**config.mk**
```make
export PLATFORM = sky130hd
export DESIGN_NAME = pwm_duty_ramp
export DESIGN_NICKNAME = d
export VERILOG_FILES = /design/src/rtl/pwm_pkg.sv /design/src/rtl/ramp_tick_gen.sv /design/src/rtl/pwm_duty_ramp.sv
export SDC_FILE = /design/constraint.sdc
export NUM_CORES = 1
export LEC_CHECK = 0
export ABC_AREA = 1
export CORE_ASPECT_RATIO = 0.7
export CORE_MARGIN = 2
export CORE_UTILIZATION = 57
export DETAILED_ROUTE_END_ITERATION = 8
export GPL_ROUTABILITY_DRIVEN = 0
export HOLD_SLACK_MARGIN = 0.02
export PLACE_DENSITY = 0.92
export SYNTH_ARGS = -nofsm -noshare
export SYNTH_HDL_FRONTEND = slang
export SYNTH_SLANG_ARGS = --single-unit
```
**constraint.sdc**
```tcl
create_clock -name clk -period 5 [get_ports clk]
set_clock_uncertainty 0.1 [all_clocks]
set_input_delay 1 -clock clk [delete_from_list [all_inputs] [get_ports clk]]
set_output_delay 1 -clock clk [all_outputs]
set_load 0.1 [all_outputs]
```
**src/rtl/pwm_pkg.sv**
```systemverilog
// rtl/pwm_pkg.sv - shared types and clamped step helper for the PWM duty ramp
package pwm_pkg;

    localparam int DUTY_W_DEFAULT = 8;

    typedef enum logic [1:0] {
        IDLE,
        RAMP_UP,
        RAMP_DOWN
    } ramp_state_t;

    // One bit of headroom so an up-step can't wrap and a down-step shows its borrow.
    function automatic logic [32:0] ramp_step(
        input logic [31:0] cur,
        input logic [31:0] tgt,
        input logic [31:0] step,
        input logic        up
    );
        logic [32:0] sum;
        if (up) begin
            sum = {1'b0, cur} + {1'b0, step};
            if (sum > {1'b0, tgt}) sum = {1'b0, tgt};
        end else begin
            sum = {1'b0, cur} - {1'b0, step};
            if (sum[32] || (sum < {1'b0, tgt})) sum = {1'b0, tgt};
        end
        return sum;
    endfunction

endpackage

```
**src/rtl/ramp_tick_gen.sv**
```systemverilog
// rtl/ramp_tick_gen.sv - step-interval prescaler producing a one-cycle tick
module ramp_tick_gen #(
    parameter int DIV_W = 16
) (
    input  logic             clk,
    input  logic             rst,
    input  logic             clr,
    input  logic [DIV_W-1:0] rate_div,
    output logic             tick
);

    logic [DIV_W-1:0] cnt_q;

    assign tick = !clr && (cnt_q == rate_div);

    // A shrunk rate_div below cnt_q simply lets the counter wrap around.
    always_ff @(posedge clk) begin
        if (rst || clr) begin
            cnt_q <= '0;
        end else if (tick) begin
            cnt_q <= '0;
        end else begin
            cnt_q <= cnt_q + DIV_W'(1);
        end
    end

endmodule

```
**src/rtl/pwm_duty_ramp.sv**
```systemverilog
// rtl/pwm_duty_ramp.sv - slew-rate limiter from SPI duty target to PWM duty input
module pwm_duty_ramp import pwm_pkg::*; #(
    parameter int DUTY_W = DUTY_W_DEFAULT,
    parameter int DIV_W  = 16,
    parameter int STEP_W = 4
) (
    input  logic              clk,
    input  logic              rst,
    input  logic [DUTY_W-1:0] target_duty,
    input  logic              ramp_en,
    input  logic [DIV_W-1:0]  rate_div,
    input  logic [STEP_W-1:0] step_size,
    output logic [DUTY_W-1:0] duty_out,
    output logic              busy,
    output logic              at_target
);

    ramp_state_t       state_q, state_d;
    logic [DUTY_W-1:0] target_q;
    logic [DUTY_W-1:0] duty_d;
    logic [DUTY_W-1:0] stepped;
    logic [STEP_W-1:0] step_eff;
    logic              tick;
    logic              clr;

    assign clr       = !ramp_en || (state_q == IDLE);
    assign step_eff  = (step_size == '0) ? STEP_W'(1) : step_size;
    assign stepped   = DUTY_W'(ramp_step(32'(duty_out), 32'(target_q), 32'(step_eff),
                                         state_q == RAMP_UP));
    assign busy      = (state_q != IDLE);
    assign at_target = (duty_out == target_q);

    ramp_tick_gen #(.DIV_W(DIV_W)) u_tick (
        .clk      (clk),
        .rst      (rst),
        .clr      (clr),
        .rate_div (rate_div),
        .tick     (tick)
    );

    // A target that crosses duty_out only flips direction; the step waits a cycle.
    always_comb begin
        state_d = state_q;
        duty_d  = duty_out;
        if (!ramp_en) begin
            state_d = IDLE;
            duty_d  = target_q;
        end else begin
            case (state_q)
                IDLE: begin
                    if (target_q > duty_out)      state_d = RAMP_UP;
                    else if (target_q < duty_out) state_d = RAMP_DOWN;
                end
                RAMP_UP: begin
                    if (target_q == duty_out)     state_d = IDLE;
                    else if (target_q < duty_out) state_d = RAMP_DOWN;
                    else if (tick) begin
                        duty_d = stepped;
                        if (stepped == target_q) state_d = IDLE;
                    end
                end
                RAMP_DOWN: begin
                    if (target_q == duty_out)     state_d = IDLE;
                    else if (target_q > duty_out) state_d = RAMP_UP;
                    else if (tick) begin
                        duty_d = stepped;
                        if (stepped == target_q) state_d = IDLE;
                    end
                end
                default: state_d = IDLE;
            endcase
        end
    end

    always_ff @(posedge clk) begin
        if (rst) begin
            state_q  <= IDLE;
            target_q <= '0;
            duty_out <= '0;
        end else begin
            state_q  <= state_d;
            target_q <= target_duty;
            duty_out <= duty_d;
        end
    end

endmodule

```
==> run_results.csv <==
group,metric,value,unit
status,status,"finished clean",
worst_setup_path,crit_path_top_delay_cell,"clkdlybuf4s50_1",
worst_hold_path,worstHoldPathType,"reg2reg",
timing,slew_headroom,34.79,%
clock_network,cts.path.max_buffers,2,
floorplan,dieArea,0.006552,mm2
power_and_ir_drop,vdd_drop_max,138.1,uV
route,via_per_inst,5.887,
clock_network,cts_hold_buf,0,
floorplan,ios,41,
clock_network,cts_root_buf,"clkbuf_8",
timing,setup_viol,0,
route,wl,10.13,mm
grt,grt_overflow_total,0,
logic_synthesis,syn-cell-area,0.003369,mm2
clock_network,htree_levels,2,
power_and_ir_drop,p_per_area,218.3,mW/mm2
route,dr.first_iter.drc_count,434,
route,first_pass_iters,5,
worst_setup_path,start_kind,"input port",
grt,grt_pass1_wl,14.89,mm
final_layout,final_cells,657,
timing,hold_viol,0,
route,wl_per_cell,15.42,um
grt,grt_pass1_vias,3251,
floorplan,die_w,95.90,um
timing,max_freq,204.2,MHz
logic_synthesis,avgSynthCellArea,6.382,um2
timing,period_minus_slack,4897,ps
route,drc,0,
final_layout,multiInputGateArea,0.002395,mm2
place,dp.cells,642,
flow_run,max_cap_viol_count,0,
worst_setup_path,cp_common_cell,"nand2_1",
logic_synthesis,yosysSeqAreaShare,20.20,%
worst_setup_path,regToRegSetupSlack,1070,ps
route,ant_nets,0,
logic_synthesis,synth_edf_count,0,
power_and_ir_drop,intPower,531.1,uW
timing,finalSetupTns,0,ps
grt,grt_max_degree,18,
timing,tightest_slew,975.2,ps
logic_synthesis,synth-main-ff-cell,"dfxtp_1",
floorplan,core,0.005727,mm2
logic_synthesis,syn_nets,593,
place,dpl_cell_area,0.003884,mm2
logic_synthesis,async_flop_share,0,%
floorplan,start_util,58.84,%
logic_synthesis,netlist_instances,528,
grt,grt_util_all_layers,29.56,%
timing,period_share,97.94,%
grt,antenna_found_initial,0,
final_layout,mostFrequentLayoutCell,"nand2_1",
worst_setup_path,crit_type,"in2reg",
route,vias,3868,
final_layout,antenna_cells,0,
logic_synthesis,ys_ff_latch,34,
floorplan,die_h,68.33,um
logic_synthesis,synth_cell_types,45,
power_and_ir_drop,power_frac_comb,46.2,%
worst_setup_path,worstPathArrival,4970,ps
logic_synthesis,yosys_warnings,0,
worst_setup_path,required,5080,ps
floorplan,num_rows,23,
worst_setup_path,max_stage_delay,500,ps
final_layout,final_cell_area,0.004128,mm2
final_layout,synthToLayoutAreaGrowth,22.50,%
final_layout,num-nets-final,647,
clock_network,clk_pin_slew,70,ps
clock_network,clock_sinks,34,
place,dp_hpwl,7.454,mm
power_and_ir_drop,power.switching,369.9,uW
worst_setup_path,worstSetupEndpointType,"flop",
power_and_ir_drop,share_clk_of_total_power,21.2,%
final_layout,drive_above_1_share,14.78,%
clock_network,cts_tree,"built",
final_layout,final_cell_mix,"nand2_1, inv_1, nand3_1",
power_and_ir_drop,switching_share,41.06,%
power_and_ir_drop,p_leak,0.001933,uW
final_layout,nFillCells,437,
clock_network,cts_inserted_buffers,5,
worst_setup_path,critPathMaxFanout,8,
clock_network,clkLatencyLatePin,290,ps
final_layout,seqCellArea,680.7,um2
timing,maxSlewViolCount,0,
power_and_ir_drop,pwr-share-seq,32.5,%
place,io_buffers,40,
[final timing paths]
check                        from               to  depth (start not counted)
setup / recovery     step_size[3]       state_q[1]                         29
hold / removal    u_tick.cnt_q[0]  u_tick.cnt_q[0]                          1
setup reg to reg      duty_out[0]       state_q[1]                         30
hold reg to reg   u_tick.cnt_q[0]  u_tick.cnt_q[0]                          1
[timing repair]
| item | in CTS | in global routing |
|---|---|---|
| setup endpoints to repair | 0 | 2 |
| buffers inserted | 0 | 8 |
| resized for setup | 0 | 23 |
[state kept, by name (all words and copies together) (netlist names)]
signal	flops
u_tick.cnt_q	16
duty_out	8
target_q	8
state_q	2
[cell usage after synthesis, types with 2 or more instances]
cell type | instances | area share, %
or2_1 | 2 | 0.37
nand2_4 | 2 | 0.67
inv_1 | 78 | 8.7
nor4_1 | 5 | 0.93
ha_1 | 32 | 12
nand2_1 | 131 | 15
a31oi_1 | 9 | 1.7
a21oi_1 | 21 | 3.1
nor3_1 | 12 | 1.8
inv_2 | 9 | 1.0
nor2_2 | 4 | 0.74
o211ai_1 | 3 | 0.67
o21ai_0 | 7 | 1.0
nor3b_1 | 2 | 0.45
fa_1 | 2 | 1.2
clkinv_1 | 2 | 0.22
nand3b_1 | 4 | 0.89
nand4_1 | 7 | 1.3
dfxtp_1 | 34 | 20
or2_2 | 3 | 0.56
nand2_2 | 11 | 2.0
xor2_1 | 14 | 3.6
nand3_2 | 5 | 1.5
clkbuf_1 | 5 | 0.56
nor2_1 | 47 | 5.2
xnor2_1 | 3 | 0.78
a21oi_2 | 2 | 0.52
nand3_1 | 49 | 7.3
o21ai_2 | 4 | 1.0
buf_2 | 4 | 0.59
[cell families after synthesis]
group / share of synthesized area [%]
fa+ha+maj: 13.07
simple gates: 40.48
flops: 20.20
xor+xnor: 4.419
compound gates: 9.989
buf+inv: 11.85
[power by group through the flow]
stage | Sequential, uW | Clock (uW) | Combinational, uW
detailed placement | 298 | 0 | 364
global placement | 298 | 0 | 346
global route | 294 | 203 | 448
finish | 293 | 191 | 417
floorplan | 309 | 0 | 247
CTS | 292 | 191 | 366
[final cells by class]
| type | count | share of cell area (%) |
|---|---|---|
| flip-flops and latches | 34 | 16.49 |
| repair buffers | 58 | 13.22 |
| inverters | 89 | 8.154 |
| well taps | 75 | 2.273 |
| clock buffers | 7 | 1.849 |
| multi-input cells | 394 | 58.02 |
[routing by layer]
layer / track usage (%) / vias to the layer above / routed length, um
met5: 0 / - / 0
li1: - / 1811 / -
met2: 45.28 / 298 / 4364
met1: 40.96 / 1720 / 4123
met4: 8.214 / 0 / 280
met3: 7.930 / 39 / 1361
[critical path: cells and delay by family]
kind | cells | cell delay [ps]
fa+ha+maj | 3 | 840
buf+inv | 4 | 750
simple gates | 16 | 1290
xor+xnor | 1 | 210
compound gates | 5 | 870
[stage by stage]
stage	setup slack (ps)	power [uW]	hold WS (ps)	utilization (%)
finish	103.1	901.0	376.5	72.08
floorplan	168.9	556.4	339.8	-
global placement	-5.778	643.7	352.3	67.82
CTS	82.63	850.1	385.8	69.15
detailed placement	-207.3	661.9	369.7	67.82
global route	-141.1	946.1	410.6	72.08
Power figures use the tool's default switching activity.
